===== src/rtl/med_ctrl.sv =====
// med_ctrl: fill/run/flush controller feeding a 5-tap median delay line.
// Define MED_CTRL_FLUSH_EN to pad the frame tail with two repeats of the last sample.
module med_ctrl #(
    parameter int N    = 4,
    parameter int TAPS = 5
) (
    input  logic         clk,
    input  logic         rst,
    input  logic         in_valid,
    input  logic [N-1:0] in_data,
    input  logic         in_last,
    output logic         in_ready,
    output logic         shift_en,
    output logic [N-1:0] shift_data,
    output logic         win_valid,
    input  logic         win_ready,
    output logic         win_last,
    output logic [2:0]   fill_cnt,
    output logic         err_short
);
    localparam logic [2:0] FULL = 3'(TAPS);
`ifdef MED_CTRL_FLUSH_EN
    typedef enum logic [1:0] {FILL, RUN, FLUSH} state_t;
    logic [N-1:0] pad_q, pad_d;
    logic         pad_cnt_q, pad_cnt_d;
`else
    typedef enum logic [1:0] {FILL, RUN} state_t;
`endif
    state_t     state_q, state_d;
    logic [2:0] fill_cnt_q, fill_cnt_d;
    logic       win_valid_q, win_valid_d, win_last_q, win_last_d, err_short_q, err_short_d;
    logic       gate, accept, set, last;
    always_comb begin
        state_d     = state_q;
        fill_cnt_d  = fill_cnt_q;
        err_short_d = 1'b0;
        set         = 1'b0;
        last        = 1'b0;
        gate        = !win_valid_q | win_ready;
        in_ready    = !rst && (state_q == FILL || (state_q == RUN && gate));
        accept      = in_valid & in_ready;
        shift_en    = accept;
        shift_data  = in_data;
`ifdef MED_CTRL_FLUSH_EN
        pad_d       = pad_q;
        pad_cnt_d   = pad_cnt_q;
        if (state_q == FLUSH) begin
            shift_en   = !rst && gate;
            shift_data = pad_q;
        end
`endif
        if (accept) begin
            if (in_last && fill_cnt_q < FULL - 3'd1) begin
                fill_cnt_d  = 3'd0;
                err_short_d = 1'b1;
            end else begin
                fill_cnt_d = (fill_cnt_q == FULL) ? FULL : fill_cnt_q + 3'd1;
                set        = fill_cnt_q >= FULL - 3'd1;
                state_d    = (fill_cnt_q == FULL - 3'd1) ? RUN : state_q;
                if (in_last) begin
`ifdef MED_CTRL_FLUSH_EN
                    state_d   = FLUSH;
                    pad_d     = in_data;
                    pad_cnt_d = 1'b0;
`else
                    last       = 1'b1;
                    state_d    = FILL;
                    fill_cnt_d = 3'd0;
`endif
                end
            end
        end
`ifdef MED_CTRL_FLUSH_EN
        // second pad shift closes the frame
        if (state_q == FLUSH && shift_en) begin
            set       = 1'b1;
            last      = pad_cnt_q;
            pad_cnt_d = !pad_cnt_q;
            state_d    = pad_cnt_q ? FILL : state_q;
            fill_cnt_d = pad_cnt_q ? 3'd0 : fill_cnt_q;
        end
`endif
        win_valid_d = set | (win_valid_q & !win_ready);
        win_last_d  = set ? last : (win_last_q & !win_ready);
    end
    always_ff @(posedge clk or posedge rst) begin
        if (rst) begin
            state_q     <= FILL;
            fill_cnt_q  <= 3'd0;
            win_valid_q <= 1'b0;
            win_last_q  <= 1'b0;
            err_short_q <= 1'b0;
`ifdef MED_CTRL_FLUSH_EN
            pad_q       <= '0;
            pad_cnt_q   <= 1'b0;
`endif
        end else begin
            state_q     <= state_d;
            fill_cnt_q  <= fill_cnt_d;
            win_valid_q <= win_valid_d;
            win_last_q  <= win_last_d;
            err_short_q <= err_short_d;
`ifdef MED_CTRL_FLUSH_EN
            pad_q       <= pad_d;
            pad_cnt_q   <= pad_cnt_d;
`endif
        end
    end
    assign win_valid = win_valid_q;
    assign win_last  = win_last_q;
    assign fill_cnt  = fill_cnt_q;
    assign err_short = err_short_q;
endmodule


===== config.mk =====
export PLATFORM = sky130hd
export DESIGN_NAME = med_ctrl
export DESIGN_NICKNAME = d
export VERILOG_FILES = /design/src/rtl/med_ctrl.sv
export SDC_FILE = /design/constraint.sdc
export NUM_CORES = 1
export LEC_CHECK = 0
export ABC_AREA = 1
export CAP_MARGIN = 20
export CORE_MARGIN = 2
export CORE_UTILIZATION = 30
export CTS_CLUSTER_DIAMETER = 30
export DETAILED_ROUTE_END_ITERATION = 8
export PLACE_DENSITY = 0.63
export SYNTH_ARGS = -nofsm -noshare
export SYNTH_HDL_FRONTEND = slang
export SYNTH_SLANG_ARGS = --single-unit

===== constraint.sdc =====
create_clock -name clk -period 1.63 [get_ports clk]
set_input_delay 0.326 -clock clk [delete_from_list [all_inputs] [get_ports clk]]
set_output_delay 0.326 -clock clk [all_outputs]
set_load 0.03 [all_outputs]

# Word-level counts from Yosys, hierarchy flattened
# Cells that the tools add are included.
[classes]
addsub = 1
n_lt_le_gt_ge = 2
n_eq_ne = 3
n_mux = 13
bitwise = 6
reduce_logical = 10
[ops]
columns = ["op", "count"]
rows = [
  ["$mux 3", 3],
  ["$mux 1", 8],
  ["$eq 3x3->1 const B", 2],
  ["$mux 2", 2],
  ["$add 3x1->3 const B", 1],
  ["$and 1x1->1", 3],
  ["$ge 3x3->1 const B", 1],
  ["$logic_and 1x1->1", 3],
  ["$logic_not 1->1", 3],
  ["$lt 3x3->1 const B", 1],
  ["$reduce_and 3->1", 1],
  ["$eq 2x1->1 const B", 1],
  ["$logic_not 2->1", 1],
  ["$or 1x1->1", 2],
  ["$reduce_bool 2->1", 1],
  ["$logic_or 1x1->1", 1],
  ["$not 1->1", 1],
]
[word_totals]
regBits = 8
input_bits = 9
out_inout_bits = 12
wordCells = 40

# Longest topological paths before layout
[logic_depth]
word_depth = 8
ltp_mapped = 7
ltp_nobuf = 7

# Worst setup path before layout
# Ideal clock, no wire load.
[synth_timing]
path_type = "register -> output"
startpoint = "reg win_valid_q, in the netlist win_valid"
endpoint = "out in_ready"
arrival_ns = 0.923
required_ns = 1.304
slack_ns = 0.381
stages_incl_launch_ff = 4
path_buffers = 0
cell_sequence = "dfrtp_1 nand3_2 nand2_4 inv_1"
[synth_between]
elab_chain_len = 5
[synth_lines]
columns = ["item", "line_no", "source"]
rows = [
  ["start: declaration", "31", "logic win_valid_q, win_valid_d, win_last_q, win_last_d, err_short_q, err_short_d;"],
  ["start signal: assignment", "100", "win_valid_q <= win_valid_d;"],
  ["$logic_not 1->1", "39", "gate = !win_valid_q | win_ready;"],
  ["$or 1x1->1", "39", ""],
  ["$logic_and 1x1->1", "40", "in_ready = !rst && (state_q == FILL || (state_q == RUN && gate));"],
  ["$logic_or 1x1->1", "40", ""],
  ["$logic_and 1x1->1", "40", ""],
  ["end: declaration", "12", "output logic in_ready,"],
]
# Every way passes these cells.

# Worst setup path after layout
[layout_timing]
startpoint = "reg fill_cnt_q[2], in the netlist fill_cnt[2]"
endpoint = "out fill_cnt[2]"
[layout_lines]
columns = ["item", "line_no", "source"]
rows = [
  ["start: declaration", "30", "logic [2:0] fill_cnt_q, fill_cnt_d;"],
  ["start signal: assignment", "99", "fill_cnt_q <= fill_cnt_d;"],
  ["end: declaration", "18", "output logic [2:0] fill_cnt,"],
]
# No word-level cell between the ends.

==> results by group <==
Layout
  – Fin util: 0.438
  – P&R area growth vs syn: 38.0%
  – Register area: 175 um2
  – ANT cells: 0
  – Footprint of the multi-input gates: 169 um2
  – # nets final: 75
  – Share of cells above drive strength 1: 0.215
  – Fillers: 134

GRT
  – Vias in the first global route: 332
  – Initial antenna violation count: 0
  – Remaining Overflow, GRT: 0
  – First-pass GRT wire length: 1370 um
  – Largest net degree at the start of global routing: 9
  – GRT Total Usage: 0.137

Timing
  – Min Tclk post-route: 1.58 ns
  – Fin. Hold Viols: 0
  – Worst Max-Slew Pin Slew: 0.316 ns
  – Final worst slack: 0.0524 ns
  – Setup TNS: 0 ns
  – Final worst-path cycle share: 0.968
  – Max_slew headroom: 0.789
  – Max-slew violation count: 0
  – Setup violators final: 0
  – RSZ-0062 raised after global routing: false
  – FMAX: 634 MHz
  – Clock skew: 0.00193 ns

CTS
  – Cts-stage hold buffer count: 0
  – Cts repair resizes: 3
  – Post-CTS Setup Inserts: 0
  – CTS Buffer Depth: 2
  – CTS root buffer: clkbuf_4
  – Clock Pin Slew Worst Setup and Hold Paths: 0.05 ns
  – TritonCTS clock tree: yes
  – CTS Buf Count: 3
  – CTS H-tree depth: 1
  – Clk_lat worst skew: 0.25 ns
  – CTS sink count: 7

Route
  – Final ANT Viol Nets: 0
  – Via count: 360
  – DRC Markers: 0
  – 1st-pass router iterations: 2
  – Drt wl/cell: 10.1 um
  – Final wirelength: 810 um
  – Starting DRT DRC Count: 7
  – Routed vias/inst: 4.50

Synthesis
  – Ys Warns: 0
  – Seq cells post-synth: 7
  – Synth top cells by count: nand2_1 (13), inv_1 (8), dfrtp_1 (7)
  – Synth area leaders: dfrtp_1 (43%), nand2_1 (12%), buf_4 (7.4%)
  – Cell Area, Synth: 408 um2
  – Asr flop ratio synth: 1.00
  – Leading area contributor after synthesis: dfrtp_1
  – Most frequent cell after synthesis: nand2_1
  – Post-synthesis sequential area ratio: 0.429
  – Number of distinct library cells after synthesis: 17
  – Mapped Cells: 50
  – Mapped Nets: 59
  – Post-synth EDFFs: 0
  – Syn Area/Cell: 8.16 um2
  – Yosys top cell area share: 0.429
  – Primary FF master, synth: dfrtp_1

Pwr
  – IR drop worst, VDD: 0.000650 V
  – Net Switching: 0.000171 W
  – Sw Ratio: 0.328
  – Leakage dissipation: 0.308 nW
  – P_int: 0.000349 W
  – Power per cell area: 923 nW/um2
  – Clk network pwr share: 0.298
  – Gate power share: 0.282
  – Reg power frac: 0.420

Setup path
  – Worst setup EP type: output port
  – CP delay by family, top: buffers and inverters
  – Worst EP arrival: 1.25 ns
  – Bufs and invs on worst path: 1
  – Critical path type: reg2out
  – CP max FO: 2
  – Crit-path max cell delay: 0.67 ns
  – Slowest stage cell, crit path: clkdlybuf4s50_1
  – Worst Setup Start Kind: flip-flop
  – Worst-path cell chain: clkdlybuf4s50_1
  – WP data required: 1.30 ns

Floorplanning
  – Die Y: 40.9 um
  – Core Area: 1280 um2
  – Die width: 40.9 um
  – Die ar.: 1670 um2
  – Ports: 21
  – Std cell rows: 13
  – Initial Util: 0.317

Run
  – Maxcap violations: 0

Worst hold path
  – Worst hold path type: in2async

Placed design
  – Port bufs: 12
  – Pre-CTS WS: 0.0521 ns
  – Routability Congestion: 0.852
  – DP HPWL: 602 um

Run status
  – Outcome: completed
-- logic make-up (layout without fill, tap and decap cells) --
logic type | count (synthesis) | after routing | share of synthesized area
xor gates and xnor gates | 1 | 1 | 0.0215
DFF | 7 | 7 | 0.429
and+or+nand+nor | 25 | 25 | 0.334
buffers and inverters | 13 | 28 | 0.156
AOI/OAI and AO/OA | 4 | 4 | 0.0583
-- final cells by class --
type / count / share of cell area
Tap cell: 15 / 0.0333
Multi-Input combinational cell: 30 / 0.300
Inverter: 9 / 0.0600
Sequential cell: 7 / 0.311
Timing Repair Buffer: 15 / 0.249
Clock buffer: 4 / 0.0467
-- flip-flops by register name (all words and copies together) (netlist names) --
signal and flops:
fill_cnt 3, err_short 1, state_q 1, win_last 1, win_valid 1
-- metal layers --
layer,share of wire,GRT usage
met3,0.090,0.0815
met2,0.52,0.227
met1,0.38,0.130
met5,0,0
met4,0.0086,0.0750
-- power groups by stage --
stage	logic [W]	clock network [W]	registers, W
floorplan	0.0000803	0	0.000249
global placement	0.000151	0	0.000221
detailed placement	0.000152	0	0.000222
CTS	0.000148	0.000166	0.000219
global route	0.000165	0.000174	0.000222
finish	0.000147	0.000155	0.000219
-- cell usage in the layout (no fill, tap or decap), drive strengths merged --
cell type	count
nand2	15
inv	9
dfrtp	7
clkdlybuf4s50	6
nand3	6
buf	5
clkbuf	4
dlygate4sd2	3
o21ai	2
nor2	2
a21oi	2
nor3	1
nand4	1
xor2	1
dlymetal6s2s	1
-- final timing paths --
path	start	end	slack, ns	depth (start not counted)
min reg2reg	state_q[0]$_DFFE_PP0P_	state_q[0]$_DFFE_PP0P_	0.51	2
max reg2reg	win_valid$_DFF_PP0_	win_last$_DFF_PP0_	0.57	7
min in group clk	state_q[0]$_DFFE_PP0P_	state_q[0]$_DFFE_PP0P_	0.51	2
min	rst	win_valid$_DFF_PP0_	0.43	3
max in group asynchronous	rst	fill_cnt[0]$_DFFE_PP0P_	1.08	3
max	fill_cnt[2]$_DFFE_PP0P_	fill_cnt[2]	0.05	1
-- metrics by stage --
stage / instance area, um2 / hold WS [ns] / power (W) / instances
2_1_floorplan: 408 / 0.169 / 0.000329 / 50
3_3_place_gp: 534 / 0.478 / 0.000372 / 76
3_5_place_dp: 534 / 0.498 / 0.000374 / 76
4_1_cts: 557 / 0.423 / 0.000532 / 80
5_1_grt: 563 / 0.441 / 0.000561 / 80
6_report: 563 / 0.425 / 0.000520 / 80
(Power assumes the default switching activity.)
